===== src/rtl/seq_shifter_if.sv =====
// seq_shifter_if: request/response bus of the multi-cycle shifter
//  request : in_valid, in_ready, opd1 (value), opd2 (amount), alu_op_select
//  response: out_valid, out_ready, shifter_result, op_err; status: busy
//  master drives requests and takes results; slave is the shifter
interface seq_shifter_if #(parameter int OPD_LENGTH = 8);
  logic                  in_valid;
  logic                  in_ready;
  logic [OPD_LENGTH-1:0] opd1;
  logic [OPD_LENGTH-1:0] opd2;
  logic [3:0]            alu_op_select;
  logic                  out_valid;
  logic                  out_ready;
  logic [OPD_LENGTH-1:0] shifter_result;
  logic                  op_err;
  logic                  busy;
  modport master (
    output in_valid, opd1, opd2, alu_op_select, out_ready,
    input  in_ready, out_valid, shifter_result, op_err, busy
  );
  modport slave (
    input  in_valid, opd1, opd2, alu_op_select, out_ready,
    output in_ready, out_valid, shifter_result, op_err, busy
  );
endinterface


===== src/rtl/seq_shifter.sv =====
// seq_shifter: multi-cycle SLL/SRL/SRA/ROL/ROR shifter moving STEP bits per clock
//  clk, rst_n : clock, asynchronous active-low reset
//  bus        : seq_shifter_if.slave (request in, result out, busy status)
module seq_shifter #(
  parameter int OPD_LENGTH = 8,
  parameter int STEP = 1
) (
  input logic clk,
  input logic rst_n,
  seq_shifter_if.slave bus
);
  localparam int SHAMT_W = $clog2(OPD_LENGTH);
  localparam logic [SHAMT_W:0] STEP_K = (SHAMT_W + 1)'(STEP);
  localparam logic [SHAMT_W:0] WIDTH_K = (SHAMT_W + 1)'(OPD_LENGTH);
  localparam logic [3:0] OP_SLL = 4'b0011, OP_SRL = 4'b0001, OP_SRA = 4'b0111,
                         OP_ROL = 4'b1011, OP_ROR = 4'b0101;
  typedef enum logic [1:0] {IDLE, SHIFT, DONE} state_t;
  state_t state, state_nx;
  logic [OPD_LENGTH-1:0] data, data_sh, result;
  logic [3:0] op;
  logic [SHAMT_W-1:0] rem, n;
  logic [SHAMT_W:0] k, kc;
  logic fill, err, op_ok, accept, last;
  assign n = bus.opd2[SHAMT_W-1:0];
  assign op_ok = bus.alu_op_select inside {OP_SLL, OP_SRL, OP_SRA, OP_ROL, OP_ROR};
  assign accept = bus.in_valid && state == IDLE;
  // k is one bit wider than rem so STEP == OPD_LENGTH stays representable
  assign k = ({1'b0, rem} < STEP_K) ? {1'b0, rem} : STEP_K;
  assign kc = WIDTH_K - k;
  assign last = k == {1'b0, rem};
  // SRA fills from the captured operand MSB rather than the current data MSB
  always_comb begin
    data_sh = op == OP_SLL ? data << k :
              op == OP_SRL ? data >> k :
              op == OP_SRA ? (data >> k) | (fill ? ~({OPD_LENGTH{1'b1}} >> k) : '0) :
              op == OP_ROL ? (data << k) | (data >> kc) :
                             (data >> k) | (data << kc);
  end
  always_comb begin
    state_nx = state;
    state_nx = state == IDLE  ? (bus.in_valid ? ((n == '0 || !op_ok) ? DONE : SHIFT) : IDLE) :
               state == SHIFT ? (last ? DONE : SHIFT) :
                                (bus.out_ready ? IDLE : DONE);
  end
  always_ff @(posedge clk or negedge rst_n) begin
    if (!rst_n) state <= IDLE;
    else state <= state_nx;
  end
  always_ff @(posedge clk or negedge rst_n) begin
    if (!rst_n) begin
      data <= '0;
      op <= '0;
      rem <= '0;
      fill <= 1'b0;
      result <= '0;
      err <= 1'b0;
    end else if (accept) begin
      data <= bus.opd1;
      op <= bus.alu_op_select;
      rem <= n;
      fill <= bus.opd1[OPD_LENGTH-1];
      if (n == '0 || !op_ok) begin
        result <= op_ok ? bus.opd1 : '0;
        err <= !op_ok;
      end
    end else if (state == SHIFT) begin
      data <= data_sh;
      rem <= rem - k[SHAMT_W-1:0];
      if (last) begin
        result <= data_sh;
        err <= 1'b0;
      end
    end
  end
  assign bus.in_ready = state == IDLE;
  assign bus.out_valid = state == DONE;
  assign bus.busy = state != IDLE;
  assign bus.shifter_result = result;
  assign bus.op_err = err;
endmodule


===== src/flat_wrapper.sv =====
// flat-port wrapper written by rule: the top's interface ports become plain ports
module seq_shifter_flat 
#(
  parameter int OPD_LENGTH = 8,
  parameter int STEP = 1
)
  (clk, rst_n, bus_in_valid, bus_opd1, bus_opd2, bus_alu_op_select, bus_out_ready, bus_in_ready, bus_out_valid, bus_shifter_result, bus_op_err, bus_busy);
  seq_shifter_if #(.OPD_LENGTH(OPD_LENGTH)) bus_i ();
  input logic clk;
  input logic rst_n;
  input wire logic [$bits(bus_i.in_valid)-1:0] bus_in_valid;
  input wire logic [$bits(bus_i.opd1)-1:0] bus_opd1;
  input wire logic [$bits(bus_i.opd2)-1:0] bus_opd2;
  input wire logic [$bits(bus_i.alu_op_select)-1:0] bus_alu_op_select;
  input wire logic [$bits(bus_i.out_ready)-1:0] bus_out_ready;
  output wire logic [$bits(bus_i.in_ready)-1:0] bus_in_ready;
  output wire logic [$bits(bus_i.out_valid)-1:0] bus_out_valid;
  output wire logic [$bits(bus_i.shifter_result)-1:0] bus_shifter_result;
  output wire logic [$bits(bus_i.op_err)-1:0] bus_op_err;
  output wire logic [$bits(bus_i.busy)-1:0] bus_busy;
  assign bus_i.in_valid = bus_in_valid;
  assign bus_i.opd1 = bus_opd1;
  assign bus_i.opd2 = bus_opd2;
  assign bus_i.alu_op_select = bus_alu_op_select;
  assign bus_i.out_ready = bus_out_ready;
  assign bus_in_ready = bus_i.in_ready;
  assign bus_out_valid = bus_i.out_valid;
  assign bus_shifter_result = bus_i.shifter_result;
  assign bus_op_err = bus_i.op_err;
  assign bus_busy = bus_i.busy;
  seq_shifter #(.OPD_LENGTH(OPD_LENGTH), .STEP(STEP)) u_core (.clk(clk), .rst_n(rst_n), .bus(bus_i));
endmodule

===== config.mk =====
export PLATFORM = sky130hd
export DESIGN_NAME = seq_shifter_flat
export DESIGN_NICKNAME = d
export VERILOG_FILES = /design/src/rtl/seq_shifter_if.sv /design/src/rtl/seq_shifter.sv /design/src/flat_wrapper.sv
export SDC_FILE = /design/constraint.sdc
export NUM_CORES = 1
export LEC_CHECK = 0
export CAP_MARGIN = 10
export CORE_MARGIN = 10
export CORE_UTILIZATION = 50
export DETAILED_ROUTE_END_ITERATION = 7
export PLACE_DENSITY = 0.76
export RECOVER_POWER = 50
export SETUP_SLACK_MARGIN = 0.3
export SLEW_MARGIN = 40
export SYNTH_ARGS = -nofsm -noshare
export SYNTH_HDL_FRONTEND = slang
export SYNTH_SLANG_ARGS = --single-unit
export TNS_END_PERCENT = 5

===== constraint.sdc =====
create_clock -name clk -period 4.13 [get_ports clk]
set_input_delay 0.826 -clock clk [delete_from_list [all_inputs] [get_ports clk]]
set_output_delay 0.826 -clock clk [all_outputs]
set_load 0.01 [all_outputs]

---- Word-level counts from Yosys, hierarchy flattened ----
Index checks and enable logic that the tools add are counted.
storage, ports and cells
  output and inout port bits .............. 12
  word-level logic and storage cells ...... 67
  flip-flop bits (word level) ............. 27
operators by class
  bitwise operators ....................... 4
  magnitude comparators ................... 1
  eq/ne operators ......................... 13
  $add $sub $neg .......................... 2
  reductions and logical operators ........ 10
  shift-type cells ........................ 5
  mux-type cells .......................... 25
operators with widths
  operator                                                               count
  8-bit two-way mux                                                      12
  8-bit OR                                                               3
  8-bit by 4-bit left shift with 8-bit output                            2
  8-bit by 4-bit right shift with 8-bit output                           2
  4-bit by 3-bit equality test with 1-bit output, second input constant  3
  2-bit two-way mux                                                      6
  3-bit two-way mux                                                      3
  4-bit by 1-bit equality test with 1-bit output, second input constant  2
  4-bit by 2-bit equality test with 1-bit output, second input constant  2
  4-bit equality test, second input constant                             2
  8-bit inverter                                                         1
  8-bit by 4-bit right shift with 8-bit output, first input constant     1
  2-bit nonzero test                                                     3
  5-bit nonzero test                                                     1
  4-bit by 3-bit equality test with 1-bit output                         1
  1-bit two-way mux                                                      4
  4-bit subtractor, first input constant                                 1
  3-bit zero test                                                        1
  3-bit by 1-bit < comparator with 1-bit output, second input constant   1
  3-bit AND reduction                                                    1
  3-bit subtractor                                                       1
  2-bit by 1-bit equality test with 1-bit output, second input constant  1
  2-bit equality test, second input constant                             1
  2-bit zero test                                                        1
  other kinds (4)                                                        4

---- Logic depth before layout (Yosys ltp) ----
  word-level depth ........................ 12
  depth in mapped cells ................... 13
  gate-level depth less buffers ........... 10

---- Least setup slack after synthesis ----
OpenSTA, ideal clock, no wires.
  path kind ............................... reg-to-reg
  start point ............................. register u_core.rem[1]
  end point ............................... register u_core.data[2]
  stages on the path, launching flop included .. 13
  slack ................................... 1191 ps
  buffers on the path ..................... 2
  period minus slack after synthesis ...... 2939 ps
  data arrival time ....................... 2806 ps
  cells stage by stage .................... dfrtp_1 > buf_6 > nor3_4 > clkbuf_1 > ha_1 > inv_1 > ha_1 > mux2_2 > a211oi_1 > o221ai_1 > and3_1 > o311ai_1 > o21ai_0
on the way
  cells in the longest elaborated chain, start to end .. 11
  elaborated cells between the ends (all ways) .. 19
  classes of those cells .................. 1 x add/sub; 1 x order compare; 5 x shift; 8 x mux; 4 x bitwise
RTL lines
  what                                                                                     RTL line                              text
  start: declaration                                                                       seq_shifter.sv:21                     logic [SHAMT_W-1:0] rem, n;
  start signal: assignment                                                                 seq_shifter.sv:60                     rem <= n;
  start signal: assignment                                                                 seq_shifter.sv:68                     rem <= rem - k[SHAMT_W-1:0];
  3-bit by 1-bit < comparator with 1-bit output                                            seq_shifter.sv:28                     assign k = ({1'b0, rem} < STEP_K) ? {1'b0, rem} : STEP_K;
  3-bit two-way mux (*)                                                                    seq_shifter.sv:28
  4-bit subtractor / 8-bit by 4-bit right shift with 8-bit output (equally long branches)  seq_shifter.sv:29, seq_shifter.sv:35
  8-bit by 4-bit left shift with 8-bit output (tied with other cells)                      seq_shifter.sv:37                     (data >> k) | (data << kc);
  8-bit OR (tied with other cells)                                                         seq_shifter.sv:37
  8-bit two-way mux / 8-bit OR (equally long branches)                                     seq_shifter.sv:36, seq_shifter.sv:35
  8-bit two-way mux                                                                        seq_shifter.sv:35                     op == OP_SRA ? (data >> k) | (fill ? ~({OPD_LENGTH{1'b1}} >> k) : '0) :
  8-bit two-way mux                                                                        seq_shifter.sv:34                     op == OP_SRL ? data >> k :
  8-bit two-way mux (*)                                                                    seq_shifter.sv:33                     data_sh = op == OP_SLL ? data << k :
  8-bit two-way mux (*)                                                                    seq_shifter.sv:66                     end else if (state == SHIFT) begin
  8-bit two-way mux (*)                                                                    seq_shifter.sv:57                     end else if (accept) begin
  end signal: assignment                                                                   seq_shifter.sv:58                     data <= bus.opd1;
  end signal: assignment                                                                   seq_shifter.sv:67                     data <= data_sh;
  end: declaration                                                                         seq_shifter.sv:19                     logic [OPD_LENGTH-1:0] data, data_sh, result;
Every way passes the cells marked *; elsewhere a longest branch is shown, timed or not. The select of a mux whose other input is x is not followed.
A chain may end at the register's enable or synchronous reset.

---- Worst setup path in the final report ----
  start point ............................. register u_core.rem[1]
  end point ............................... register u_core.result[2], in the netlist u_core.bus.shifter_result[2]
on the way
  cells in the longest elaborated chain, start to end .. 12
  elaborated cells between the ends (all ways) .. 23
  classes of those cells .................. 1 x add/sub; 1 x order compare; 1 x eq/ne; 5 x shift; 9 x mux; 4 x bitwise; 2 x reduce/logical
RTL lines
  what                                                                                     RTL line                              text
  3-bit by 1-bit < comparator with 1-bit output                                            seq_shifter.sv:28
  3-bit two-way mux                                                                        seq_shifter.sv:28
  4-bit subtractor / 8-bit by 4-bit right shift with 8-bit output (equally long branches)  seq_shifter.sv:29, seq_shifter.sv:35
  8-bit by 4-bit left shift with 8-bit output (tied with other cells)                      seq_shifter.sv:37
  8-bit OR (tied with other cells)                                                         seq_shifter.sv:37
  8-bit two-way mux / 8-bit OR (equally long branches)                                     seq_shifter.sv:36, seq_shifter.sv:35
  8-bit two-way mux                                                                        seq_shifter.sv:35
  8-bit two-way mux                                                                        seq_shifter.sv:34
  8-bit two-way mux                                                                        seq_shifter.sv:33
  8-bit two-way mux                                                                        seq_shifter.sv:69                     if (last) begin
  8-bit two-way mux                                                                        seq_shifter.sv:66
  8-bit two-way mux                                                                        seq_shifter.sv:57
  end signal: assignment                                                                   seq_shifter.sv:63                     result <= op_ok ? bus.opd1 : '0;
  end signal: assignment                                                                   seq_shifter.sv:70                     result <= data_sh;
  end: declaration                                                                         seq_shifter.sv:19
Several ways; a longest one is shown, not always the timed one. The select of a mux whose other input is x is not followed.

==> reports/qor.yml <==
crit_required_ns: 4.27
fin_crit_sh_pct: 74.1
end_kind: "flop"
synth_edf_count: 0
dp.final_hpwl_um: 4410
drv_cap: 0
gp_congestion: 0.980
grtUsageTotal_pct: 16.0
status: "finished, final reports clean"
design_area_mm2: 0.00247
grt_pass1_wl_um: 9890
ctsHoldBuffers: 0
vias_per_cell: 6.28
cp-startpoint: "u_core.rem[1]$_DFFE_PN0P_"
overflow: 0
die_h_um: 85.2
async_flop_share_pct: 100
initial_core_util_pct: 52.4
r2r_setup_slack_ns: 1.07
root_buffer: "clkbuf_8"
antenna_found_initial: 0
hold_violations: 0
final_core_util_pct: 60.8
ios: 36
h-tree-depth: 1
clk_latency_ns: 0.27
clock-sinks: 27
finalSetupViolations: 0
powerDensity_mw_per_mm2: 781
synthesis.area_mm2: 0.00212
cp.arrival_ns: 3.20
diodes: 0
drive_above_1_share_pct: 5.48
nets: 322
tns_ns: 0
crit_end: "u_core.bus.shifter_result[2]$_DFFE_PN0P_"
die_w_um: 85.2
grt_pass1_vias: 2071
crit_path_max_fanout: 12
cts_tree: "done"
p_leak_nw: 1.04
tightest_slew_ns: 1.42
dieArea_mm2: 0.00726
slew_viol_final: 0
worst_r2r_endpoint: "u_core.bus.shifter_result[2]$_DFFE_PN0P_"
ir_worst_vdd_mv: 0.386
fmax_mhz: 327
drtAntennaViolNets: 0
relSlewSlack_pct: 5.20
critical_path_class: "reg -> reg"
placed_area_mm2: 0.00242
ys_seq_area_share_pct: 31.8
synth-seq-cells: 27
ff2ff_path_depth: 10
num_vias: 2147
min_from: "u_core.bus.shifter_result[6]$_DFFE_PN0P_"
clkSlewWorstSetupHoldPaths_ns: 0.09
skew_ns: 0.00296
yosysWarningCount: 0
drt_iter0_markers: 489
drt_wl_total_um: 5840
syn_avg_cell_area_um2: 7.78
coreArea_mm2: 0.00406
netlist_instances: 273
synth_ff_type: "dfrtp_1"
final_common_cell: "nand2_1"
drc_errors: 0
cts_buffer_depth: 2
syn2layout_area_growth_pct: 16.1
post_cts_buffers: 0
io_buffers: 30
final_cell_mix: "nand2_1, dfrtp_1, clkdlybuf4s50_1"
drt_pass1_iterations: 5
r2r_start: "u_core.rem[1]$_DFFE_PN0P_"
holdCritPathClass: "reg -> reg"
min_period_ns: 3.06
cts_buffers: 3
synth_cell_types: 57
core.rowCount: 23
wl_per_cell_um: 17.1
cts-resized-gates: 0
start_kind: "flop"
rsz0062_at_grt: "false"
grt_start_max_net_pins: 28
[logic make-up after synthesis]
group	synth area share [%]
compound gates	28.6
other cells	0.353
mux	3.42
fa+ha+maj	2.94
simple gates	25.8
buf+inv	6.30
xor+xnor	0.825
flops	31.8
[sequential cells by signal, summed over array words and instances, names as in the netlist]
name,count
u_core.bus.op_err,1
u_core.bus.shifter_result,8
u_core.data,8
u_core.fill,1
u_core.op,4
u_core.rem,3
u_core.state,2
[synth_stat cells (2+ instances only)]
cell type	instances	area [um^2]
o22ai_1	6	37.5
a221oi_1	2	17.5
and3_1	6	37.5
inv_1	10	37.5
xnor2_1	2	17.5
a31oi_1	5	31.3
and2_1	4	25.0
nand2b_1	5	31.3
o211ai_1	2	15.0
nor2_1	24	90.1
mux2_2	2	22.5
nand3_1	9	45.0
a211oi_1	5	37.5
o221ai_1	2	17.5
conb_1	2	7.51
nand2_2	3	18.8
a21oi_1	13	65.1
dfrtp_1	27	676
buf_2	2	10.0
a22oi_1	5	37.5
a221o_1	3	30.0
buf_6	2	22.5
nor3_1	7	35.0
nor2b_1	5	31.3
a311oi_1	2	17.5
nand2_1	43	161
o21a_1	2	15.0
mux2i_1	5	50.1
clkbuf_1	16	60.1
o22a_1	2	17.5
o21ai_0	18	90.1
ha_1	5	62.6
a21o_1	3	22.5
[power breakdown]
group / switching (mW) / internal (mW) / total, mW
logic: 0.653 / 0.522 / 1.18
clock network: 0.0782 / 0.0690 / 0.147
registers: 0.212 / 0.392 / 0.604
[how the worst min path moves through the flow]
stage	to	cells past startpoint
6_report	u_core.bus.shifter_result[6]$_DFFE_PN0P_	2
5_1_grt	u_core.bus.shifter_result[7]$_DFFE_PN0P_	1
4_1_cts	u_core.bus.shifter_result[6]$_DFFE_PN0P_	2
3_5_place_dp	u_core.bus.shifter_result[6]$_DFFE_PN0P_	2
3_3_place_gp	u_core.bus.shifter_result[1]$_DFFE_PN0P_	1
2_1_floorplan	u_core.fill$_DFFE_PN0P_	1
[critical path: stages (launching register included)]
cell,delay (ns)
dfrtp_1,0.48
nor3_4,0.33
ha_1,0.22
inv_1,0.05
ha_1,0.43
mux2_2,0.33
a211oi_1,0.23
o221ai_1,0.13
and3_1,0.21
o311ai_1,0.40
a21oi_1,0.12
[stage by stage]
| stage | hold WS, ns | setup slack [ns] | power (mW) | cells |
|---|---|---|---|---|
| after floorplan | 0.494 | 1.19 | 1.42 | 275 |
| after global placement | 0.492 | 1.16 | 1.75 | 338 |
| after detailed placement | 0.502 | 1.12 | 1.77 | 338 |
| after CTS | 0.523 | 1.10 | 1.92 | 342 |
| after global routing | 0.543 | 0.883 | 2.10 | 342 |
| final | 0.512 | 1.07 | 1.93 | 342 |
[cell type report]
type                            instances  area [um^2]
Fill cell                             376         1590
Clock buffer                            4         45.0
Multi-Input combinational cell        217         1320
Inverter                               11         41.3
Tap cell                               50         62.6
Timing Repair Buffer                   33          319
Sequential cell                        27          676
[layer usage]
layer | part of all wire [%] | up-vias | wire [um] | GRT usage, %
li1 | - | 1031 | - | -
met1 | 44 | 996 | 2560 | 21.9
met2 | 48 | 108 | 2780 | 23.9
met3 | 6.5 | 12 | 377 | 2.58
met4 | 2.1 | 0 | 125 | 6.89
met5 | 0 | - | 0 | 0
Power figures use the tool's default switching activity.
